===== config.mk =====
export PLATFORM = sky130hd
export DESIGN_NAME = alu_seq_flat
export DESIGN_NICKNAME = d
export VERILOG_FILES = /design/src/rtl/alu_seq_if.sv /design/src/rtl/alu_seq.sv /design/src/flat_wrapper.sv
export SDC_FILE = /design/constraint.sdc
export NUM_CORES = 1
export LEC_CHECK = 0
export CORE_MARGIN = 2
export CORE_UTILIZATION = 47
export CTS_BUF_LIST = sky130_fd_sc_hd__clkbuf_16
export CTS_CLUSTER_SIZE = 16
export DETAILED_ROUTE_END_ITERATION = 16
export GPL_ROUTABILITY_DRIVEN = 0
export PLACE_DENSITY_LB_ADDON = 0.2
export SYNTH_ARGS = -nofsm -noshare
export SYNTH_HDL_FRONTEND = slang
export SYNTH_SLANG_ARGS = --single-unit

===== constraint.sdc =====
create_clock -name clk -period 4.42 [get_ports clk]
set_input_delay 0.442 -clock clk [delete_from_list [all_inputs] [get_ports clk]]
set_output_delay 0.442 -clock clk [all_outputs]
set_load 0.005 [all_outputs]

===== src/rtl/alu_seq_if.sv =====
// Operand/result handshake bundle between register-read and writeback stages.
interface alu_seq_if #(
  parameter int unsigned WIDTH = 16
);
  logic             in_valid;
  logic             in_ready;
  logic [WIDTH-1:0] num_1;
  logic [WIDTH-1:0] num_2;
  logic [3:0]       opcode;
  logic             out_valid;
  logic             out_ready;
  logic [WIDTH-1:0] result;
  logic             zero;
  logic             carry;
  logic             overflow;
  logic             negative;
  logic             busy;

  modport master (
    output in_valid, num_1, num_2, opcode, out_ready,
    input  in_ready, out_valid, result, zero, carry, overflow, negative, busy
  );

  modport slave (
    input  in_valid, num_1, num_2, opcode, out_ready,
    output in_ready, out_valid, result, zero, carry, overflow, negative, busy
  );
endinterface


===== src/rtl/alu_seq.sv =====
// Registered ALU with valid/ready handshakes, stored carry and a shift-add multiplier.
module alu_seq #(
  parameter int unsigned WIDTH = 16
) (
  input logic       clk,
  input logic       rst_n,
  alu_seq_if.slave  bus
);

  localparam int unsigned CNT_W = (WIDTH > 2) ? $clog2(WIDTH) : 1;
  localparam int unsigned ACC_W = 2 * WIDTH;

  localparam logic [3:0] OP_ADD = 4'd0;
  localparam logic [3:0] OP_SUB = 4'd1;
  localparam logic [3:0] OP_AND = 4'd2;
  localparam logic [3:0] OP_OR  = 4'd3;
  localparam logic [3:0] OP_XOR = 4'd4;
  localparam logic [3:0] OP_NOT = 4'd5;
  localparam logic [3:0] OP_SHL = 4'd6;
  localparam logic [3:0] OP_SHR = 4'd7;
  localparam logic [3:0] OP_MUL = 4'd8;
  localparam logic [3:0] OP_ADC = 4'd9;

  typedef enum logic [1:0] {
    IDLE = 2'd0,
    MUL  = 2'd1
  } state_t;

  state_t             state_q, state_d;
  logic [CNT_W-1:0]   cnt_q, cnt_d;
  logic [ACC_W-1:0]   acc_q, acc_d;
  logic [ACC_W-1:0]   mcand_q, mcand_d;
  logic [WIDTH-1:0]   mplier_q, mplier_d;
  logic               out_valid_q, out_valid_d;
  logic [WIDTH-1:0]   result_q, result_d;
  logic               zero_q;
  logic               carry_flag_q, carry_flag_d;
  logic               ovf_q, ovf_d;
  logic               carry_q, carry_q_d;

  logic               in_ready;
  logic               accept;
  logic [ACC_W-1:0]   acc_step;
  logic [WIDTH:0]     add_sum, adc_sum, sub_diff;
  logic [WIDTH-1:0]   alu_res;
  logic               alu_carry, alu_ovf;
  logic [WIDTH-1:0]   a, b;

  assign a        = bus.num_1;
  assign b        = bus.num_2;
  assign in_ready = rst_n && (state_q == IDLE) && (!out_valid_q || bus.out_ready);
  assign accept   = bus.in_valid && in_ready;
  assign acc_step = mplier_q[0] ? (acc_q + mcand_q) : acc_q;

  // Single-cycle ALU: result, carry/borrow and signed overflow for every opcode.
  always_comb begin
    alu_res   = '0;
    alu_carry = 1'b0;
    alu_ovf   = 1'b0;
    add_sum   = (WIDTH+1)'(a) + (WIDTH+1)'(b);
    adc_sum   = add_sum + (WIDTH+1)'(carry_q);
    sub_diff  = (WIDTH+1)'(a) - (WIDTH+1)'(b);
    case (bus.opcode)
      OP_ADD: begin
        alu_res   = add_sum[WIDTH-1:0];
        alu_carry = add_sum[WIDTH];
        alu_ovf   = (a[WIDTH-1] == b[WIDTH-1]) && (add_sum[WIDTH-1] != a[WIDTH-1]);
      end
      OP_SUB: begin
        alu_res   = sub_diff[WIDTH-1:0];
        alu_carry = sub_diff[WIDTH];
        alu_ovf   = (a[WIDTH-1] != b[WIDTH-1]) && (sub_diff[WIDTH-1] != a[WIDTH-1]);
      end
      OP_AND: alu_res = a & b;
      OP_OR:  alu_res = a | b;
      OP_XOR: alu_res = a ^ b;
      OP_NOT: alu_res = ~a;
      OP_SHL: begin
        alu_res   = a << 1;
        alu_carry = a[WIDTH-1];
      end
      OP_SHR: begin
        alu_res   = a >> 1;
        alu_carry = a[0];
      end
      OP_ADC: begin
        alu_res   = adc_sum[WIDTH-1:0];
        alu_carry = adc_sum[WIDTH];
        alu_ovf   = (a[WIDTH-1] == b[WIDTH-1]) && (adc_sum[WIDTH-1] != a[WIDTH-1]);
      end
      default: begin
        alu_res   = '0;
        alu_carry = 1'b0;
        alu_ovf   = 1'b0;
      end
    endcase
  end

  // Next-state: accept/launch in IDLE, one partial-product step per MUL cycle.
  always_comb begin
    state_d      = state_q;
    cnt_d        = cnt_q;
    acc_d        = acc_q;
    mcand_d      = mcand_q;
    mplier_d     = mplier_q;
    out_valid_d  = out_valid_q;
    result_d     = result_q;
    carry_flag_d = carry_flag_q;
    ovf_d        = ovf_q;
    carry_q_d    = carry_q;

    if (out_valid_q && bus.out_ready) begin
      out_valid_d = 1'b0;
    end

    case (state_q)
      IDLE: begin
        if (accept) begin
          if (bus.opcode == OP_MUL) begin
            state_d  = MUL;
            cnt_d    = '0;
            acc_d    = '0;
            mcand_d  = {{WIDTH{1'b0}}, a};
            mplier_d = b;
          end else begin
            out_valid_d  = 1'b1;
            result_d     = alu_res;
            carry_flag_d = alu_carry;
            ovf_d        = alu_ovf;
            carry_q_d    = alu_carry;
          end
        end
      end
      MUL: begin
        acc_d    = acc_step;
        mcand_d  = mcand_q << 1;
        mplier_d = mplier_q >> 1;
        if (cnt_q == CNT_W'(WIDTH - 1)) begin
          state_d      = IDLE;
          out_valid_d  = 1'b1;
          result_d     = acc_step[WIDTH-1:0];
          carry_flag_d = |acc_step[ACC_W-1:WIDTH];
          ovf_d        = 1'b0;
          carry_q_d    = |acc_step[ACC_W-1:WIDTH];
        end else begin
          cnt_d = cnt_q + CNT_W'(1);
        end
      end
      default: state_d = IDLE;
    endcase
  end

  // State and output registers; reset aborts any multiply in flight.
  always_ff @(posedge clk or negedge rst_n) begin
    if (!rst_n) begin
      state_q      <= IDLE;
      cnt_q        <= '0;
      acc_q        <= '0;
      mcand_q      <= '0;
      mplier_q     <= '0;
      out_valid_q  <= 1'b0;
      result_q     <= '0;
      zero_q       <= 1'b0;
      carry_flag_q <= 1'b0;
      ovf_q        <= 1'b0;
      carry_q      <= 1'b0;
    end else begin
      state_q      <= state_d;
      cnt_q        <= cnt_d;
      acc_q        <= acc_d;
      mcand_q      <= mcand_d;
      mplier_q     <= mplier_d;
      out_valid_q  <= out_valid_d;
      result_q     <= result_d;
      zero_q       <= (result_d == '0);
      carry_flag_q <= carry_flag_d;
      ovf_q        <= ovf_d;
      carry_q      <= carry_q_d;
    end
  end

  assign bus.in_ready  = in_ready;
  assign bus.out_valid = out_valid_q;
  assign bus.result    = result_q;
  assign bus.zero      = zero_q;
  assign bus.carry     = carry_flag_q;
  assign bus.overflow  = ovf_q;
  assign bus.negative  = result_q[WIDTH-1];
  assign bus.busy      = (state_q == MUL);

endmodule


===== src/flat_wrapper.sv =====
// flat-port wrapper written by rule: the top's interface ports become plain ports
module alu_seq_flat 
#(
  parameter int unsigned WIDTH = 16
)
  (clk, rst_n, bus_in_valid, bus_num_1, bus_num_2, bus_opcode, bus_out_ready, bus_in_ready, bus_out_valid, bus_result, bus_zero, bus_carry, bus_overflow, bus_negative, bus_busy);
  alu_seq_if #(.WIDTH(WIDTH)) bus_i ();
  input logic clk;
  input logic rst_n;
  input wire logic [$bits(bus_i.in_valid)-1:0] bus_in_valid;
  input wire logic [$bits(bus_i.num_1)-1:0] bus_num_1;
  input wire logic [$bits(bus_i.num_2)-1:0] bus_num_2;
  input wire logic [$bits(bus_i.opcode)-1:0] bus_opcode;
  input wire logic [$bits(bus_i.out_ready)-1:0] bus_out_ready;
  output wire logic [$bits(bus_i.in_ready)-1:0] bus_in_ready;
  output wire logic [$bits(bus_i.out_valid)-1:0] bus_out_valid;
  output wire logic [$bits(bus_i.result)-1:0] bus_result;
  output wire logic [$bits(bus_i.zero)-1:0] bus_zero;
  output wire logic [$bits(bus_i.carry)-1:0] bus_carry;
  output wire logic [$bits(bus_i.overflow)-1:0] bus_overflow;
  output wire logic [$bits(bus_i.negative)-1:0] bus_negative;
  output wire logic [$bits(bus_i.busy)-1:0] bus_busy;
  assign bus_i.in_valid = bus_in_valid;
  assign bus_i.num_1 = bus_num_1;
  assign bus_i.num_2 = bus_num_2;
  assign bus_i.opcode = bus_opcode;
  assign bus_i.out_ready = bus_out_ready;
  assign bus_in_ready = bus_i.in_ready;
  assign bus_out_valid = bus_i.out_valid;
  assign bus_result = bus_i.result;
  assign bus_zero = bus_i.zero;
  assign bus_carry = bus_i.carry;
  assign bus_overflow = bus_i.overflow;
  assign bus_negative = bus_i.negative;
  assign bus_busy = bus_i.busy;
  alu_seq #(.WIDTH(WIDTH)) u_core (.clk(clk), .rst_n(rst_n), .bus(bus_i));
endmodule

==> results of run 1 <==
==> flip-flops by register name (all words and copies together) (netlist names) <==
name and cells:
u_core.acc_q 32, u_core.mcand_q 32, u_core.bus.result 16, u_core.mplier_q 16, u_core.cnt_q 4, u_core.bus.carry 1
u_core.bus.out_valid 1, u_core.bus.overflow 1, u_core.bus.zero 1, u_core.state_q 1
==> final timing paths <==
kind,startpoint,to,slack [ps],cells past startpoint
max in group asynchronous,rst_n,u_core.mplier_q[8]$_DFFE_PN0P_,2970,3
min in group clk,u_core.mplier_q[13]$_DFFE_PN0P_,u_core.mplier_q[12]$_DFFE_PN0P_,490,2
max,bus_num_1[0],u_core.bus.zero$_DFF_PN0_,320,14
min,rst_n,u_core.state_q[0]$_DFFE_PN0P_,150,2
min reg2reg,u_core.mplier_q[13]$_DFFE_PN0P_,u_core.mplier_q[12]$_DFFE_PN0P_,490,2
max reg2reg,u_core.mcand_q[0]$_DFFE_PN0P_,u_core.bus.carry$_DFFE_PN0P_,340,12
==> placed cells by master, fill, tap and decap left out, drive strengths merged, types with 6 or more instances in the layout <==
master           n
or2              7
o21ai          129
clkbuf           9
a2111o           6
o21a             6
o31ai            9
nor3            27
nand3           33
o221ai          10
xnor2           25
nor2           119
nand4           13
mux2i           11
ha              82
nor2b           19
a221o           11
and2            10
clkdlybuf4s50   61
and3            13
nor4            12
xor2            17
a21boi           6
a211oi          16
a221oi          21
or3             10
nand2b          10
a21oi          113
o211ai          13
a22o             6
buf             45
a21o            18
a211o           12
and4             7
dfrtp          105
inv             67
a31oi           14
a2111oi          7
nand2          183
nor4b            7
==> cells in the mapped netlist (all sizes together) (18+ instances only) <==
library cell	number	area share, %
a21o	18	1.3
clkbuf	62	2.2
o21ai	129	6.2
nand3	33	1.6
a221oi	21	2.1
a21oi	113	5.5
xnor2	25	2.1
nor2	119	4.3
nor3	27	1.3
ha	82	9.9
nor2b	19	1.2
nand2	183	6.6
dfrtp	105	25
buf	20	1.2
inv	63	2.3
==> cell type report <==
type | count | area, um^2 | area share, %
Tap cell | 280 | 350.3 | 3.001
Clock buffer | 9 | 225.2 | 1.929
Timing Repair Buffer | 106 | 960.9 | 8.232
Sequential cell | 105 | 2631 | 22.54
Inverter | 65 | 244.0 | 2.090
Multi-Input combinational cell | 1094 | 7223 | 61.88
Clock inverter | 7 | 38.79 | 0.3323
==> worst register-to-register path: stages, from the launching register on <==
cell and delay [ps]:
sky130_fd_sc_hd__dfrtp_1 420, sky130_fd_sc_hd__ha_1 260, sky130_fd_sc_hd__fa_1 470, sky130_fd_sc_hd__a21o_1 210, sky130_fd_sc_hd__and4_1 250, sky130_fd_sc_hd__o21ai_0 370, sky130_fd_sc_hd__and3_1 380, sky130_fd_sc_hd__o211ai_1 120
sky130_fd_sc_hd__a31oi_1 250, sky130_fd_sc_hd__xnor2_1 80, sky130_fd_sc_hd__mux2_2 280, sky130_fd_sc_hd__a2111oi_0 690, sky130_fd_sc_hd__a21oi_1 160
==> cell families after synthesis <==
logic type,Yosys count
adder cells (fa/ha/maj),85
AND/OR/NAND/NOR,494
AO/OA/AOI/OAI,455
flip-flops,105
XOR/XNOR,42
multiplexers,18
buffers and inverters,147
==> per-layer routing <==
layer	wire [um]	part of all wire (%)	track usage (%)
met2	15350	49	45.59
met4	864	2.7	9.480
met5	0	0	0
met1	13700	43	34.53
met3	1650	5.2	4.152
==> power groups by stage <==
stage,sequential (mW),combinational (mW),clock [mW]
after detailed placement,1.69,3.02,0
final,1.68,3.05,0.763
after global placement,1.69,2.97,0
after CTS,1.68,3.03,0.782
after floorplan,1.57,2.21,0
after global routing,1.73,3.40,0.818
==> reports/metrics.json, run 1 <==
{
  "clock-sinks": {"value": 105},
  "leakage": {"value": 5.057, "unit": "nW"},
  "vias_per_cell": {"value": 6.188},
  "wirelength": {"value": 31.56, "unit": "mm"},
  "skew": {"value": 11.01, "unit": "ps"},
  "timing.setup.critical_path_class": {"value": "in2reg"},
  "synth_top_family_by_area": {"value": "compound AO/OA/AOI/OAI gates"},
  "irDropWorstVdd": {"value": 0.2256, "unit": "mV"},
  "final-hold-violation-count": {"value": 0},
  "htree_num_levels": {"value": 3},
  "post_synth_xor_area_fraction": {"value": 3.538, "unit": "%"},
  "synth_enable_flop_cells": {"value": 0},
  "grt_util_all_layers": {"value": 26.76, "unit": "%"},
  "cpLargestDelayFamily": {"value": "simple AND/OR/NAND/NOR gates"},
  "share_of_final_layout_standard_cells_stronger_than_drive_strength_1": {"value": 7.576, "unit": "%"},
  "critical_path_buf_inv_count": {"value": 2},
  "yosysWarnings": {"value": 0},
  "synth_compound_area_share": {"value": 29.75, "unit": "%"},
  "synthDistinctLibCells": {"value": 98},
  "route.vias.total": {"value": 10310},
  "setup_violators_final": {"value": 0},
  "post-route-min-period": {"value": 4098, "unit": "ps"},
  "p_int": {"value": 2.962, "unit": "mW"},
  "die_w": {"value": 152.7, "unit": "um"},
  "dp_worst_setup_slack": {"value": 15.94, "unit": "ps"},
  "path_cells": {"value": "clkdlybuf4s50_1, ha_1, fa_1, a211oi_4, o21ai_0, a2111oi_0, buf_4, a311oi_2, nor4_1, nand2_1, xor2_1, o211ai_1, or4_1, nor4_2"},
  "placement_rows": {"value": 54},
  "grt_antenna_before_repair": {"value": 0},
  "grt_max_degree": {"value": 75},
  "netSwitchingFraction": {"value": 46.15, "unit": "%"},
  "fin_nets": {"value": 1506},
  "p_switching": {"value": 2.538, "unit": "mW"},
  "fin_ws": {"value": 321.5, "unit": "ps"},
  "overflow": {"value": 0},
  "grt_pass1_wl": {"value": 51.08, "unit": "mm"},
  "syn-instance-count": {"value": 1346},
  "first_iter_violations": {"value": 735},
  "num_antenna_cells": {"value": 0},
  "drt.antenna.violating_nets": {"value": 0},
  "synth_seq_area_share": {"value": 25.27, "unit": "%"},
  "cts_post_setup_buffers_inserted": {"value": 0},
  "die-area": {"value": 23330, "unit": "um^2"},
  "register_clock_pin_slew_on_the_reported_worst_setup_and_hold_paths": {"value": 80, "unit": "ps"},
  "detailedPlacementHpwl": {"value": 23.85, "unit": "mm"},
  "timing.setup.tns": {"value": 0, "unit": "ps"},
  "timing.critical_path.from_type": {"value": "primary input"},
  "post_cts.resized_instances": {"value": 0},
  "finish.utilization": {"value": 53.66, "unit": "%"},
  "final_cells": {"value": 1666},
  "rsz_0062_raised_after_global_routing": {"value": "no"},
  "report.power.total": {"value": 5.500, "unit": "mW"},
  "starting_utilization_of_the_core_area": {"value": 47.79, "unit": "%"},
  "layout.filler_cells": {"value": 2131},
  "pre_repair_dr_iteration_count": {"value": 5},
  "wl_per_cell": {"value": 18.94, "unit": "um"},
  "cts_buffer_count": {"value": 9},
  "critical_path.endpoint_type": {"value": "flop"},
  "cts-hold-fix-buffers": {"value": 0},
  "timing.slew.headroom": {"value": 37.82, "unit": "%"},
  "seq_power_share": {"value": 30.6, "unit": "%"},
  "critPathSlowestCell": {"value": "sky130_fd_sc_hd__or4_1"},
  "synth-async-reset-ratio": {"value": 100.0, "unit": "%"},
  "mux_share_of_post_synthesis_cell_area": {"value": 2.034, "unit": "%"},
  "achievable-frequency": {"value": 244.0, "unit": "MHz"},
  "combPwrFrac": {"value": 55.5, "unit": "%"},
  "layout.cell_area.non_filler": {"value": 11670, "unit": "um^2"},
  "dp.cells": {"value": 1650},
  "io_buffer_count": {"value": 62},
  "final.hold.worst_slack": {"value": 155.0, "unit": "ps"},
  "drv_slew": {"value": 0},
  "clockRootBuffer": {"value": "sky130_fd_sc_hd__clkbuf_16"},
  "power_per_cell_area": {"value": 471.1, "unit": "nW/um^2"},
  "dpl-instance-area": {"value": 11410, "unit": "um^2"},
  "syn-num-nets": {"value": 1471},
  "drcViolationCount": {"value": 0},
  "min_period_over_period": {"value": 92.73, "unit": "%"},
  "share_clk_of_total_power": {"value": 13.9, "unit": "%"},
  "worstPathMaxFanout": {"value": 2},
  "flow.area_growth_from_synthesis": {"value": 12.27, "unit": "%"},
  "critical_path_arrival": {"value": 4360, "unit": "ps"},
  "io-pin-count": {"value": 63},
  "first_global_vias": {"value": 9667},
  "tritoncts": {"value": "yes"},
  "result_of_the_run": {"value": "complete, no violations"},
  "cap_violations": {"value": 0},
  "max-clock-path-buffers": {"value": 2},
  "die-height": {"value": 152.7, "unit": "um"},
  "worst-endpoint-required": {"value": 4690, "unit": "ps"},
  "holdCritPathClass": {"value": "in2async"},
  "worstMarginPinSlew": {"value": 928.7, "unit": "ps"},
  "ys_dominant_reg_cell": {"value": "sky130_fd_sc_hd__dfrtp_1"},
  "clock_insertion_delay_worst_skew": {"value": 370, "unit": "ps"},
  "timing.critical_path.slowest_cell_delay": {"value": 570, "unit": "ps"},
  "yosys.area_share.simple": {"value": 23.18, "unit": "%"},
  "synth_adder_area_share": {"value": 10.45, "unit": "%"},
  "floorplan.core_area": {"value": 21760, "unit": "um^2"},
  "synth_cell_area": {"value": 10400, "unit": "um^2"},
  "synth.ff_latch_count": {"value": 105},
  "synth_area_per_cell": {"value": 7.725, "unit": "um^2"}
}
No activity file was read; power rests on OpenSTA's default activity.
==> run 2, diff against run 1 <==
Settings changed: CORE_UTILIZATION 47 to 62.
==> run 2 against run 1 <==
Compared with the run above: wire length fell by 2.0%; count of clock-buffer cells in the layout unchanged; cell count decreased by 4.3%; via count grew 2.9%; non-clock buffer count is 12 lower; register-to-register slack barely moved; clock skew grew 0.57 ps; combinational power about the same.
==> reports/metrics.json, run 2 (synthesis results as in run 1) <==
{
  "most-common-layout-cells": {"value": "183 x sky130_fd_sc_hd__nand2_1, 126 x sky130_fd_sc_hd__o21ai_0, 117 x sky130_fd_sc_hd__nor2_1", "change": "was 183 x sky130_fd_sc_hd__nand2_1, 126 x sky130_fd_sc_hd__o21ai_0, 118 x sky130_fd_sc_hd__nor2_1"},
  "timing.setup.critical_path_class": {"value": "reg2reg", "change": "was in2reg"},
  "post-route-min-period": {"value": 4075, "unit": "ps", "change": "was 4098 ps"},
  "io-pin-count": {"value": 63, "change": "unchanged"},
  "skew": {"value": 11.58, "unit": "ps", "change": "was 11.01 ps"},
  "path_cells": {"value": "ha_1, fa_1, a21o_1, and4_1, o21ai_1, a31oi_1, or3_1, a2111oi_0, o221a_2, nand4b_1, a2111oi_0, a21oi_1", "change": "was clkdlybuf4s50_1, ha_1, fa_1, a211oi_4, o21ai_0, a2111oi_0, buf_4, a311oi_2, nor4_1, nand2_1, xor2_1, o211ai_1, or4_1, nor4_2"},
  "dp.cells": {"value": 1578, "change": "was 1650"},
  "die_w": {"value": 133.5, "unit": "um", "change": "was 152.7 um"},
  "critical_path.endpoint_type": {"value": "flop", "change": "unchanged"},
  "first_iter_violations": {"value": 903, "change": "was 735"},
  "largest_registers": {"value": "u_core.acc_q (32), u_core.mcand_q (32)", "change": "unchanged"},
  "clock-sinks": {"value": 105, "change": "unchanged"},
  "timing.setup.tns": {"value": 0, "unit": "ps", "change": "unchanged"},
  "worstPathMaxFanout": {"value": 3, "change": "was 2"},
  "critPathSlowestCell": {"value": "sky130_fd_sc_hd__a2111oi_0", "change": "was sky130_fd_sc_hd__or4_1"},
  "setup_violators_final": {"value": 0, "change": "unchanged"},
  "cts_post_setup_buffers_inserted": {"value": 0, "change": "unchanged"},
  "min_period_over_period": {"value": 92.19, "unit": "%", "change": "was 92.73%"},
  "timing.critical_path.from_type": {"value": "flop", "change": "was primary input"},
  "wirelength": {"value": 30.93, "unit": "mm", "change": "was 31.56 mm"},
  "dp_worst_setup_slack": {"value": 15.21, "unit": "ps", "change": "was 15.94 ps"},
  "result_of_the_run": {"value": "complete, no violations", "change": "unchanged"},
  "starting_utilization_of_the_core_area": {"value": 63.15, "unit": "%", "change": "was 47.79%"},
  "grt_util_all_layers": {"value": 34.64, "unit": "%", "change": "was 26.76%"},
  "share_of_final_layout_standard_cells_stronger_than_drive_strength_1": {"value": 6.987, "unit": "%", "change": "was 7.576%"},
  "post_cts.resized_instances": {"value": 0, "change": "unchanged"},
  "max-clock-path-buffers": {"value": 2, "change": "unchanged"},
  "layout.filler_cells": {"value": 1379, "change": "was 2131"},
  "rsz_0062_raised_after_global_routing": {"value": "no", "change": "unchanged"},
  "first_global_vias": {"value": 9937, "change": "was 9667"},
  "worst-endpoint-required": {"value": 4660, "unit": "ps", "change": "was 4690 ps"},
  "num_antenna_cells": {"value": 0, "change": "unchanged"},
  "drv_slew": {"value": 0, "change": "unchanged"},
  "grt_antenna_before_repair": {"value": 0, "change": "unchanged"},
  "drcViolationCount": {"value": 0, "change": "unchanged"},
  "tritoncts": {"value": "yes", "change": "unchanged"},
  "cpMostUsedCell": {"value": "sky130_fd_sc_hd__a2111oi_0"},
  "path_depth": {"value": 12, "change": "was 14"},
  "die-height": {"value": 133.5, "unit": "um", "change": "was 152.7 um"},
  "htree_num_levels": {"value": 3, "change": "unchanged"},
  "final_cells": {"value": 1594, "change": "was 1666"},
  "register_clock_pin_slew_on_the_reported_worst_setup_and_hold_paths": {"value": 80, "unit": "ps", "change": "about the same"},
  "timing.reg2reg.worst_path_depth": {"value": 12, "change": "unchanged"},
  "clockRootBuffer": {"value": "sky130_fd_sc_hd__clkbuf_16", "change": "unchanged"},
  "flow.area_growth_from_synthesis": {"value": 10.82, "unit": "%", "change": "was 12.27%"},
  "floorplan.core_area": {"value": 16470, "unit": "um^2", "change": "was 21760 um^2"},
  "grt_max_degree": {"value": 76, "change": "was 75"},
  "holdCritPathClass": {"value": "in2async", "change": "unchanged"},
  "fin_ws": {"value": 345.1, "unit": "ps", "change": "was 321.5 ps"},
  "cap_violations": {"value": 0, "change": "unchanged"},
  "worstMarginPinSlew": {"value": 1036, "unit": "ps", "change": "was 928.7 ps"},
  "detailedPlacementHpwl": {"value": 22.75, "unit": "mm", "change": "was 23.85 mm"},
  "irDropWorstVdd": {"value": 0.2789, "unit": "mV", "change": "was 0.2256 mV"},
  "timing.critical_path.slowest_cell_delay": {"value": 630, "unit": "ps", "change": "was 570 ps"},
  "overflow": {"value": 0, "change": "unchanged"},
  "layout.cells.most_common": {"value": "sky130_fd_sc_hd__nand2_1", "change": "unchanged"},
  "power_per_cell_area": {"value": 486.1, "unit": "nW/um^2", "change": "was 471.1 nW/um^2"},
  "vias_per_cell": {"value": 6.656, "change": "was 6.188"},
  "leakage": {"value": 5.000, "unit": "nW", "change": "was 5.057 nW"},
  "cpLargestDelayFamily": {"value": "compound AO/OA/AOI/OAI gates", "change": "was simple AND/OR/NAND/NOR gates"},
  "die-area": {"value": 17820, "unit": "um^2", "change": "was 23330 um^2"},
  "critical_path_buf_inv_count": {"value": 0, "change": "was 2"},
  "wl_per_cell": {"value": 19.40, "unit": "um", "change": "was 18.94 um"},
  "timing.slew.headroom": {"value": 30.82, "unit": "%", "change": "was 37.82%"},
  "achievable-frequency": {"value": 245.4, "unit": "MHz", "change": "was 244.0 MHz"},
  "cts-hold-fix-buffers": {"value": 0, "change": "unchanged"},
  "final-hold-violation-count": {"value": 0, "change": "unchanged"},
  "clock_insertion_delay_worst_skew": {"value": 370, "unit": "ps", "change": "about the same"},
  "grt_pass1_wl": {"value": 50.06, "unit": "mm", "change": "was 51.08 mm"},
  "fin_nets": {"value": 1494, "change": "was 1506"},
  "io_buffer_count": {"value": 62, "change": "unchanged"},
  "pre_repair_dr_iteration_count": {"value": 5, "change": "unchanged"},
  "critical_path_arrival": {"value": 4310, "unit": "ps", "change": "was 4360 ps"},
  "route.vias.total": {"value": 10610, "change": "was 10310"},
  "drt.antenna.violating_nets": {"value": 0, "change": "unchanged"},
  "cts_buffer_count": {"value": 9, "change": "unchanged"},
  "placement_rows": {"value": 47, "change": "was 54"}
}
-- run 2: cell count changes in the layout (fill, tap and decap cells not counted), sizes merged --
cell      delta
clkinvlp     -1
bufinv       +1
buf         -12
inv          -2
clkinv       +2
-- run 2: cell type report --
cell class / count / area, um^2 / share of cell area, %
clock buffer: 9 / 225.2 / 1.955
clock inverter: 7 / 77.57 / 0.6733
inverter: 65 / 244.0 / 2.117
multi-input combinational: 1094 / 7211 / 62.58
sequential: 105 / 2631 / 22.84
tap: 220 / 275.3 / 2.389
timing repair buffer: 94 / 858.3 / 7.449
-- run 2: through the flow --
step                area [um^2]  hold slack, ps  util, %  power, mW
CTS                       11520           136.4    69.98      5.562
global placement          11220           458.8    68.14      4.565
global route              11520           160.2    69.98      6.013
floorplan                 10400           146.4        -      3.784
detailed placement        11220           474.9    68.14      4.672
finish                    11520           126.8    69.98      5.601
-- run 2: routing by layer --
layer / track usage, % / vias to the layer above / wire length, um
li1: - / 4989 / -
met1: 44.04 / 4999 / 12620
met2: 58.05 / 506 / 14680
met3: 5.441 / 116 / 2216
met4: 16.13 / 0 / 1404
met5: 0 / - / 0
-- run 2: power by group --
part           leakage [nW]  switching [mW]  internal, mW
registers              1.37           0.368          1.34
logic                  3.48            1.81          1.23
clock network         0.147           0.409         0.446
total                  5.00            2.59          3.01
-- run 2: worst register-to-register path: cells and delay by family, from the launching register on --
kind            cells  cell delay (ps)
compound gates      7             2080
fa+ha+maj           2              730
flops               1              400
simple gates        3              740
-- run 2: final timing paths --
path / start / endpoint / slack [ps]
hold reg to reg: u_core.bus.overflow$_DFFE_PN0P_ / u_core.bus.overflow$_DFFE_PN0P_ / 480
hold / removal: rst_n / u_core.mcand_q[31]$_DFFE_PN0P_ / 130
setup reg to reg: u_core.mcand_q[0]$_DFFE_PN0P_ / u_core.bus.carry$_DFFE_PN0P_ / 350
max in group asynchronous: rst_n / u_core.state_q[0]$_DFFE_PN0P_ / 2890
setup / recovery: u_core.mcand_q[0]$_DFFE_PN0P_ / u_core.bus.carry$_DFFE_PN0P_ / 350
min in group clk: u_core.bus.overflow$_DFFE_PN0P_ / u_core.bus.overflow$_DFFE_PN0P_ / 480
==> run 3, diff against run 2 <==
Settings changed: SLEW_MARGIN set to 15.
==> results of run 3 <==
Same layout as run 2: the final DEF is identical, and so are final timing and power.
